==> src/rtl/cam_capture.sv <==
// cam_capture
//   Camera capture stage. Oversamples the camera pins (PCLK, VSYNC, HREF,
//   D[7:0]) on clk and packs byte pairs into 8-bit pixels. Writes one frame
//   of H_PIX x V_LINES pixels linearly into the frame-buffer write port.
//
//   Optional build macro: CAM_TEST_PATTERN_EN
//     defined   : cam_d is ignored and wr_data carries 8 colour bars per line.
//                 All timing still comes from the camera.
//     undefined : wr_data = {hi[7:5], hi[2:0], lo[4:3]}.
//
// Ports
//   clk        in   system clock (>= 4x cam_pclk)
//   rst        in   asynchronous reset, active-low
//   en_cap     in   block enable; low returns to IDLE and clears counters
//   start      in   one-cycle request to capture the next full frame
//   cam_pclk   in   camera pixel clock (asynchronous)
//   cam_vsync  in   camera VSYNC, high = vertical blank
//   cam_href   in   camera HREF, high = valid bytes
//   cam_d      in   camera data byte
//   wr_en      out  frame-buffer write strobe, one cycle per pixel
//   wr_addr    out  frame-buffer write address
//   wr_data    out  RGB332 pixel
//   busy       out  high while armed or capturing
//   frame_done out  one-cycle pulse at the end of a captured frame
//   overflow   out  sticky: pixels beyond H_PIX*V_LINES arrived in this frame
module cam_capture #(
  parameter int unsigned H_PIX   = 160,
  parameter int unsigned V_LINES = 120,
  parameter int unsigned AW      = 15
) (
  input  logic          clk,
  input  logic          rst,
  input  logic          en_cap,
  input  logic          start,
  input  logic          cam_pclk,
  input  logic          cam_vsync,
  input  logic          cam_href,
  input  logic [7:0]    cam_d,
  output logic          wr_en,
  output logic [AW-1:0] wr_addr,
  output logic [7:0]    wr_data,
  output logic          busy,
  output logic          frame_done,
  output logic          overflow
);

  // Pixel counter carries one extra bit so it can hold H_PIX*V_LINES even
  // when the frame exactly fills the address space.
  localparam logic [AW:0] TOTAL = (AW+1)'(H_PIX * V_LINES);

  typedef enum logic [1:0] {
    S_IDLE,
    S_ARM,
    S_CAPTURE,
    S_DONE
  } state_t;

  state_t state, state_nxt;

  logic       pclk_m, pclk_s, pclk_p;
  logic       vs_m, vs_s, vs_p;
  logic       href_m, href_s, href_p;
  logic [7:0] d_m, d_s;

  logic       pclk_rise, vs_rise, vs_fall, href_fall;
  logic       cap_entry;
  logic       phase;
  logic [5:0] hi;
  logic [AW:0] pix_cnt;
  logic [7:0] pixel;

  always_ff @(posedge clk or negedge rst) begin
    if (!rst) begin
      pclk_m <= 1'b0; pclk_s <= 1'b0; pclk_p <= 1'b0;
      vs_m   <= 1'b0; vs_s   <= 1'b0; vs_p   <= 1'b0;
      href_m <= 1'b0; href_s <= 1'b0; href_p <= 1'b0;
      d_m    <= '0;   d_s    <= '0;
    end else begin
      pclk_m <= cam_pclk;  pclk_s <= pclk_m; pclk_p <= pclk_s;
      vs_m   <= cam_vsync; vs_s   <= vs_m;   vs_p   <= vs_s;
      href_m <= cam_href;  href_s <= href_m; href_p <= href_s;
      d_m    <= cam_d;     d_s    <= d_m;
    end
  end

  assign pclk_rise = pclk_s & ~pclk_p;
  assign vs_rise   = vs_s & ~vs_p;
  assign vs_fall   = ~vs_s & vs_p;
  assign href_fall = ~href_s & href_p;

  always_ff @(posedge clk or negedge rst) begin
    if (!rst) state <= S_IDLE;
    else      state <= state_nxt;
  end

  always_comb begin
    state_nxt = state;
    cap_entry = 1'b0;
    if (!en_cap) begin
      state_nxt = S_IDLE;
    end else begin
      case (state)
        S_IDLE:    if (start) state_nxt = S_ARM;
        S_ARM:     if (vs_fall) begin
                     state_nxt = S_CAPTURE;
                     cap_entry = 1'b1;
                   end
        S_CAPTURE: if (vs_rise) state_nxt = S_DONE;
        S_DONE:    state_nxt = S_IDLE;
        default:   state_nxt = S_IDLE;
      endcase
    end
  end

  assign busy       = (state == S_ARM) || (state == S_CAPTURE);
  assign frame_done = (state == S_DONE);
  assign wr_addr    = pix_cnt[AW-1:0];

`ifdef CAM_TEST_PATTERN_EN
  localparam logic [AW:0] COLS = (AW+1)'(H_PIX);
  localparam logic [AW:0] BARW = (AW+1)'(H_PIX / 8);
  logic [AW:0] tp_col, tp_bar;
  assign tp_col = pix_cnt % COLS;
  assign tp_bar = tp_col / BARW;
  assign pixel  = {{3{tp_bar[2]}}, {3{tp_bar[1]}}, {2{tp_bar[0]}}};
`else
  assign pixel  = {hi[5:3], hi[2:0], d_s[4:3]};
`endif

  // Only the hi-byte bits that reach the pixel are kept.
  always_ff @(posedge clk or negedge rst) begin
    if (!rst) begin
      wr_en    <= 1'b0;
      wr_data  <= '0;
      overflow <= 1'b0;
      phase    <= 1'b0;
      hi       <= '0;
      pix_cnt  <= '0;
    end else begin
      wr_en <= 1'b0;
      if (!en_cap) begin
        pix_cnt <= '0;
        phase   <= 1'b0;
      end else if (cap_entry) begin
        pix_cnt  <= '0;
        phase    <= 1'b0;
        overflow <= 1'b0;
      end else begin
        if (wr_en) pix_cnt <= pix_cnt + 1'b1;
        // A vs_rise in the same cycle as a byte discards that byte.
        if (state == S_CAPTURE && !vs_rise) begin
          if (href_fall) begin
            phase <= 1'b0;
          end else if (pclk_rise && href_s) begin
            if (!phase) begin
              hi    <= {d_s[7:5], d_s[2:0]};
              phase <= 1'b1;
            end else begin
              phase <= 1'b0;
              if (pix_cnt < TOTAL) begin
                wr_en   <= 1'b1;
                wr_data <= pixel;
              end else begin
                overflow <= 1'b1;
              end
            end
          end
        end
      end
    end
  end

endmodule

==> config.mk <==
export PLATFORM = sky130hd
export DESIGN_NAME = cam_capture
export DESIGN_NICKNAME = d
export VERILOG_FILES = /design/src/rtl/cam_capture.sv
export SDC_FILE = /design/constraint.sdc
export NUM_CORES = 1
export LEC_CHECK = 0
export ABC_CLOCK_PERIOD_IN_PS = 3000
export CAP_MARGIN = 30
export CORE_ASPECT_RATIO = 0.7
export CORE_UTILIZATION = 50
export CTS_CLUSTER_DIAMETER = 120
export DETAILED_ROUTE_END_ITERATION = 8
export DONT_BUFFER_PORTS = 1
export PLACE_DENSITY = 0.7
export SLEW_MARGIN = 20
export SYNTH_ARGS = -nofsm -noshare
export SYNTH_HDL_FRONTEND = slang
export SYNTH_SLANG_ARGS = --single-unit
==> constraint.sdc <==
create_clock -name clk -period 3 [get_ports clk]
set_input_delay 0.45 -clock clk [delete_from_list [all_inputs] [get_ports clk]]
set_output_delay 0.45 -clock clk [all_outputs]
set_load 0.02 [all_outputs]
==> results of run 1 <==
metrics by stage:
step,power (mW),std cells
CTS,1.90,261
global placement,1.08,243
global route,1.96,261
detailed placement,1.10,243
finish,1.87,261
floorplan,1.06,196
area by class of cell:
cell class,instances,area (sq um),share of cell area [%]
Clock buffer,10,128,4.81
Clock inverter,6,88.8,3.35
Inverter,5,18.8,0.707
Multi-Input combinational cell,111,790,29.8
Sequential cell,60,1500,56.6
Tap cell,66,82.6,3.11
Timing Repair Buffer,3,45.0,1.70
cells in the final DEF, fill, tap and decap left out, types with 2 or more instances in the layout:
cell and count:
dfrtp_1 60, nor2_1 15, mux2_2 14, nand2_1 10
xnor2_1 9, clkbuf_8 9, a21oi_1 6, inv_1 5
nand4_1 5, nor3_1 5, nand3_1 5, nor4_1 5
o21ai_0 5, ha_1 5, or3_1 4, nand2b_1 3
xor2_1 3, nor2b_1 2, mux2i_1 2, clkinvlp_4 2
bufinv_16 2
state kept, by name, summed over array words and instances, names as in the netlist, 2 cells and up:
| name | count |
|---|---|
| d_m | 8 |
| hi | 6 |
| state | 2 |
| pix_cnt | 16 |
| wr_data | 8 |
| d_s | 8 |
worst paths after layout:
| kind | to | cells after the start |
|---|---|---|
| min in group asynchronous | state[0] | 2 |
| hold / removal | d_m[2] | 0 |
| hold reg to reg | d_s[1] | 0 |
| max in group asynchronous | d_m[4] | 2 |
| setup / recovery | hi[4] | 7 |
| setup reg to reg | hi[4] | 7 |
where the power goes:
| group | total (mW) | switching (mW) | leakage [nW] | internal [mW] |
|---|---|---|---|---|
| clock network | 0.771 | 0.304 | 0.102 | 0.467 |
| logic | 0.199 | 0.114 | 0.296 | 0.0845 |
| registers | 0.905 | 0.0353 | 0.777 | 0.869 |
| total | 1.87 | 0.454 | 1.18 | 1.42 |
layer usage:
layer	global-route usage, %	part of all wire, %	vias to the layer above
li1	-	-	650
met1	19.6	41	698
met2	29.0	49	48
met3	10.2	8.3	8
met4	8.57	2.1	0
met5	0	0	-
cells by family (layout without fill, tap and decap cells):
group | after synthesis | count (layout) | share of synthesized area, %
compound gates | 17 | 17 | 4.43
xor+xnor | 12 | 12 | 4.28
fa+ha+maj | 5 | 5 | 2.54
buf+inv | 25 | 24 | 6.82
flops | 60 | 60 | 61.1
mux | 16 | 16 | 7.23
simple gates | 61 | 61 | 13.6
what timing repair did:
action | 4_1_cts | 5_1_grt
hold endpoints to repair | 60 | 0
endpoints found under the setup margin | 0 | 0
hold buffers | 2 | 0
==> out/metrics.json, run 1 <==
{
  "grt": {
    "first_global_vias": 1398,
    "grt_start_max_net_pins": 61,
    "grt.overflow.total": 0,
    "grt.total_usage_pct": 17.9,
    "grt_antenna_before_repair": 0,
    "grt_first_pass_wirelength_um": 6620
  },
  "timing": {
    "worst_pin_slew_ps": 419,
    "worst_clk_skew_ps": 5.94,
    "rsz0062_at_grt": "false",
    "totalNegativeSetupSlack_ps": 0,
    "final_min_period_over_clock_period_pct": 70.4,
    "slew_headroom_pct": 72.1,
    "finalCriticalPeriod_ps": 2110,
    "fin_hold_ws_ps": 137,
    "timing.fmax_mhz": 474,
    "setup-violations-final": 0,
    "report.final.hold_viol_count": 0,
    "layout_setup_ws_ps": 889,
    "finalMaxSlewViolations": 0
  },
  "worst_setup_path": {
    "type_of_element_launching_the_critical_path": "flip-flop",
    "type_of_element_capturing_the_critical_path": "flip-flop",
    "worst_setup_path_startpoint": "state[1]",
    "critical_path_cell_sequence": "inv_1, ha_1, and3b_1, nand2b_1, buf_4, nor3_4, mux2_2",
    "worst_ep_required_time_ps": 3220,
    "regToRegSetupSlack_ps": 890,
    "worst_r2r_startpoint": "state[1]",
    "crit_path_top_delay_cell": "dfrtp_1",
    "critPathKind": "flip-flop to flip-flop",
    "worstPathBufferInverterCount": 2,
    "cp_top_family": "simple AND/OR/NAND/NOR gates",
    "path_max_fanout": 19,
    "worst_path_largest_cell_delay_ps": 400,
    "arrival_ps": 2330
  },
  "route": {
    "wl_per_cell_um": 15.1,
    "number_of_nets_with_antenna_violations_after_routing": 0,
    "drt-initial-drc-count": 47,
    "postRouteWirelength_um": 3950,
    "drtPass1Iterations": 4,
    "detail_route.drc_violations": 0,
    "vias_per_cell": 5.38,
    "route.vias.total": 1404
  },
  "place": {
    "dpl-instance-area_sq_um": 2400,
    "routabilityCongestion": 0.768,
    "buffer_ports.inserted": 0,
    "dp_hpwl_um": 2680,
    "preCtsSetupSlack_ps": 872
  },
  "floorplan": {
    "die_area_sq_um": 5210,
    "floorplan.die.width_um": 85.8,
    "initial_utilization_pct": 54.3,
    "pin_count": 42,
    "placeableCoreArea_sq_um": 4530,
    "placementRows": 20,
    "die_h_um": 60.7
  },
  "synth": {
    "synth_cell_type_count": 35,
    "async_flop_share_pct": 100,
    "postSynthRegisterBits": 60,
    "yosysWarnings": 0,
    "synth_top_cell_area_share_pct": 61.1,
    "synth_top_cells_by_area": "dfrtp_1, mux2_2, buf_4",
    "synthesis.area_per_instance_sq_um": 12.5,
    "list_of_most_frequent_post_synthesis_cells": "dfrtp_1, buf_4, nor2_1, mux2_2, nand2_1",
    "yosys.area.top_type": "dfrtp_1",
    "synth_cells": 196,
    "yosysMostFrequentCell": "dfrtp_1",
    "synth-edff-count": 0,
    "post_synthesis_instance_area_sq_um": 2460,
    "postSynth.topFlopCell": "dfrtp_1",
    "synth_sequential_area_ratio_pct": 61.1,
    "net_count_after_synthesis": 216
  },
  "finish": {
    "final.fill_count": 352,
    "post_route_cells_drive_above_1_share_pct": 17.9,
    "areaGrowthSynthToFinish_pct": 7.94,
    "finalInstanceArea_sq_um": 2650,
    "final_util_pct": 58.6,
    "antenna_cells_inserted": 0,
    "final_net_count": 210
  },
  "cts": {
    "cts_buffers": 9,
    "cts_tree": "built",
    "cts.repair_timing.setup_buffer_count": 0,
    "cts_resized": 0,
    "clk_transition_reported_paths_ps": 70,
    "worst_skew_pair.late_latency_ps": 330,
    "htree_levels": 3,
    "ctsLongestPathBuffers": 2,
    "cts_num_sinks": 60,
    "cts-root-buf": "clkbuf_8"
  },
  "job": {
    "maxCapViolCount": 0
  },
  "power_and_ir_drop": {
    "ir_worst_vdd_uv": 429,
    "pwr_density_cell_nw_per_um2": 706,
    "leakagePower_nw": 1.18
  },
  "hold_path": {
    "hp-start": "cam_d[2]",
    "hold_path_class": "input pin to flip-flop"
  },
  "status": {
    "run_status": "complete, no violations"
  }
}
Note: power is estimated with default switching activity, not from simulation.
==> inputs of run 2 (changes only) <==
--- a/config.mk
+++ b/config.mk
@@ -5,14 +5,14 @@
 export SDC_FILE = /design/constraint.sdc
 export NUM_CORES = 1
 export LEC_CHECK = 0
-export ABC_CLOCK_PERIOD_IN_PS = 3000
+export ABC_CLOCK_PERIOD_IN_PS = 1900
 export CAP_MARGIN = 30
 export CORE_ASPECT_RATIO = 0.7
 export CORE_UTILIZATION = 50
 export CTS_CLUSTER_DIAMETER = 120
 export DETAILED_ROUTE_END_ITERATION = 8
 export DONT_BUFFER_PORTS = 1
-export PLACE_DENSITY = 0.7
+export PLACE_DENSITY = 0.73
 export SLEW_MARGIN = 20
 export SYNTH_ARGS = -nofsm -noshare
 export SYNTH_HDL_FRONTEND = slang
==> constraint.sdc (replaced) <==
create_clock -name clk -period 1.9 [get_ports clk]
set_input_delay 0.285 -clock clk [delete_from_list [all_inputs] [get_ports clk]]
set_output_delay 0.285 -clock clk [all_outputs]
set_load 0.02 [all_outputs]
==> out/metrics.json, run 2 (synthesis gave the netlist of run 1 again) <==
{
  "worst_setup_path": {
    "critical_path_cell_sequence": "ha_2, and3b_1, nand2b_4, and4bb_1, buf_6, mux2_2",
    "worst_r2r_startpoint": "state[0]",
    "worst_setup_path_startpoint": "state[0]",
    "type_of_element_capturing_the_critical_path": "flip-flop",
    "worst_ep_required_time_ps": 2120,
    "cp_top_family": "simple AND/OR/NAND/NOR gates",
    "regToRegSetupSlack_ps": 60,
    "path_max_fanout": 8,
    "crit_cells": 6,
    "worst_path_largest_cell_delay_ps": 410,
    "worstPathBufferInverterCount": 1,
    "type_of_element_launching_the_critical_path": "flip-flop",
    "depth_of_the_worst_register_to_register_path": 6,
    "critPathKind": "flip-flop to flip-flop",
    "crit_path_top_delay_cell": "dfrtp_1",
    "arrival_ps": 2050
  },
  "route": {
    "wl_met3_um": 305,
    "met1Wirelength_um": 1770,
    "route.vias.total": 1505,
    "detail_route.drc_violations": 0,
    "postRouteWirelength_um": 4180,
    "drtPass1Iterations": 4,
    "number_of_nets_with_antenna_violations_after_routing": 0,
    "top_routing_layer_used": "met4",
    "drt-initial-drc-count": 52,
    "wl_per_cell_um": 14.4,
    "route.met2.wl_um": 2010,
    "vias_per_cell": 5.17
  },
  "grt": {
    "grt.overflow.total": 0,
    "grt_first_pass_wirelength_um": 7190,
    "grt.total_usage_pct": 19.1,
    "grt_start_max_net_pins": 61,
    "first_global_vias": 1539,
    "grt_antenna_before_repair": 0
  },
  "timing": {
    "final_min_period_over_clock_period_pct": 96.7,
    "worst_clk_skew_ps": 5.59,
    "layout_setup_ws_ps": 62.9,
    "worst_pin_slew_ps": 360,
    "slew_headroom_pct": 75.8,
    "fin_hold_ws_ps": 49.3,
    "report.final.hold_viol_count": 0,
    "timing.fmax_mhz": 544,
    "setup-violations-final": 0,
    "finalCriticalPeriod_ps": 1840,
    "finalMaxSlewViolations": 0
  },
  "floorplan": {
    "placeableCoreArea_sq_um": 4530,
    "placementRows": 20,
    "die_h_um": 60.7,
    "die_area_sq_um": 5210,
    "pin_count": 42,
    "initial_utilization_pct": 54.3,
    "floorplan.die.width_um": 85.8
  },
  "hold_path": {
    "hp-start": "en_cap",
    "holdPathStages": 1,
    "hold_path_class": "input pin to flip-flop"
  },
  "finish": {
    "biggest_register": "pix_cnt",
    "largest_register_ff_count": 16,
    "areaGrowthSynthToFinish_pct": 19.5,
    "sequential_cell_area_sq_um": 1500,
    "final_util_pct": 64.9,
    "final.fill_count": 350,
    "final_net_count": 240,
    "layout.cells.most_common": "dfrtp_1",
    "antenna_cells_inserted": 0,
    "area_of_the_multi_input_gates_sq_um": 812,
    "final_cell_mix": "dfrtp_1, buf_4, nor2_1, mux2_2, dlygate4sd3_1",
    "post_route_cells_drive_above_1_share_pct": 25.8
  },
  "power_and_ir_drop": {
    "pwr-share-clk_pct": 40.7,
    "power_switching_uw": 763,
    "combinational_group_share_of_total_power_pct": 13.1,
    "seqPwrFrac_pct": 46.3,
    "ir_worst_vdd_uv": 737,
    "leakagePower_nw": 1.33,
    "p_int_mw": 2.31,
    "pwr_density_cell_nw_per_um2": 1050,
    "netSwitchingFraction_pct": 24.8
  },
  "cts": {
    "cts-root-buf": "clkbuf_8",
    "htree_levels": 3,
    "cts_buffers": 9,
    "worst_skew_pair.late_latency_ps": 330,
    "ctsLongestPathBuffers": 2,
    "clk_transition_reported_paths_ps": 60,
    "cts_tree": "built",
    "cts_num_sinks": 60
  },
  "place": {
    "dp_hpwl_um": 2830,
    "preCtsSetupSlack_ps": -47.1,
    "routabilityCongestion": 0.827,
    "buffer_ports.inserted": 0
  },
  "status": {
    "run_status": "complete, no violations"
  },
  "job": {
    "maxCapViolCount": 0
  }
}
run 2: cell count changes in the layout (fill, tap and decap cells not counted), sizes merged:
cell         change
buf             +19
clkbuf           -1
clkinvlp         -1
dlygate4sd3     +11
inv              +2
run 2: worst paths after layout:
path / endpoint
setup reg to reg: wr_data[6]
max in group asynchronous: pix_cnt[13]
hold / removal: overflow
min in group asynchronous: pclk_m
setup / recovery: wr_data[6]
hold reg to reg: vs_s
run 2: area by class of cell:
cell class                 count  area share, %
sequential                    60           51.1
multi-input combinational    111           27.6
timing repair buffer          33           10.3
clock buffer                   9           4.21
clock inverter                 7           3.36
tap                           66           2.81
inverter                       5          0.639
run 2: timing repair:
| item | CTS | global route |
|---|---|---|
| endpoints found under the hold margin | 71 | 0 |
| setup endpoints to repair | 13 | 14 |
| hold buffers | 13 | 0 |
| gates resized for setup | 1 | 4 |
| setup buffers | 0 | 4 |
| pin swaps | 0 | 3 |
run 2: through the flow:
stage | power (mW) | cells | instance area [sq um] | TNS (ps)
after floorplan | 1.67 | 196 | 2460 | 0
after detailed placement | 1.75 | 258 | 2510 | -303
after CTS | 3.07 | 287 | 2890 | 0
after global routing | 3.23 | 291 | 2940 | -44.8
after global placement | 1.71 | 258 | 2510 | 0
final | 3.08 | 291 | 2940 | 0
run 2: power groups by stage:
stage	registers (mW)	logic (mW)	clock network, mW
3_5_place_dp	1.45	0.303	0
6_report	1.42	0.402	1.25
3_3_place_gp	1.44	0.273	0
4_1_cts	1.42	0.360	1.29
2_1_floorplan	1.43	0.236	0
5_1_grt	1.43	0.452	1.35
run 2: layer usage:
| metal | track usage (%) | up-vias |
|---|---|---|
| li1 | - | 706 |
| met1 | 21.5 | 735 |
| met2 | 31.1 | 51 |
| met3 | 8.98 | 13 |
| met4 | 10.5 | 0 |
| met5 | 0 | - |
run 2: worst reg2reg max path, delay by kind of cell, from the launching register on:
family / cells / cell delay [ps]
simple gates: 3 / 610
mux: 1 / 340
buf+inv: 1 / 140
flops: 1 / 410
fa+ha+maj: 1 / 210
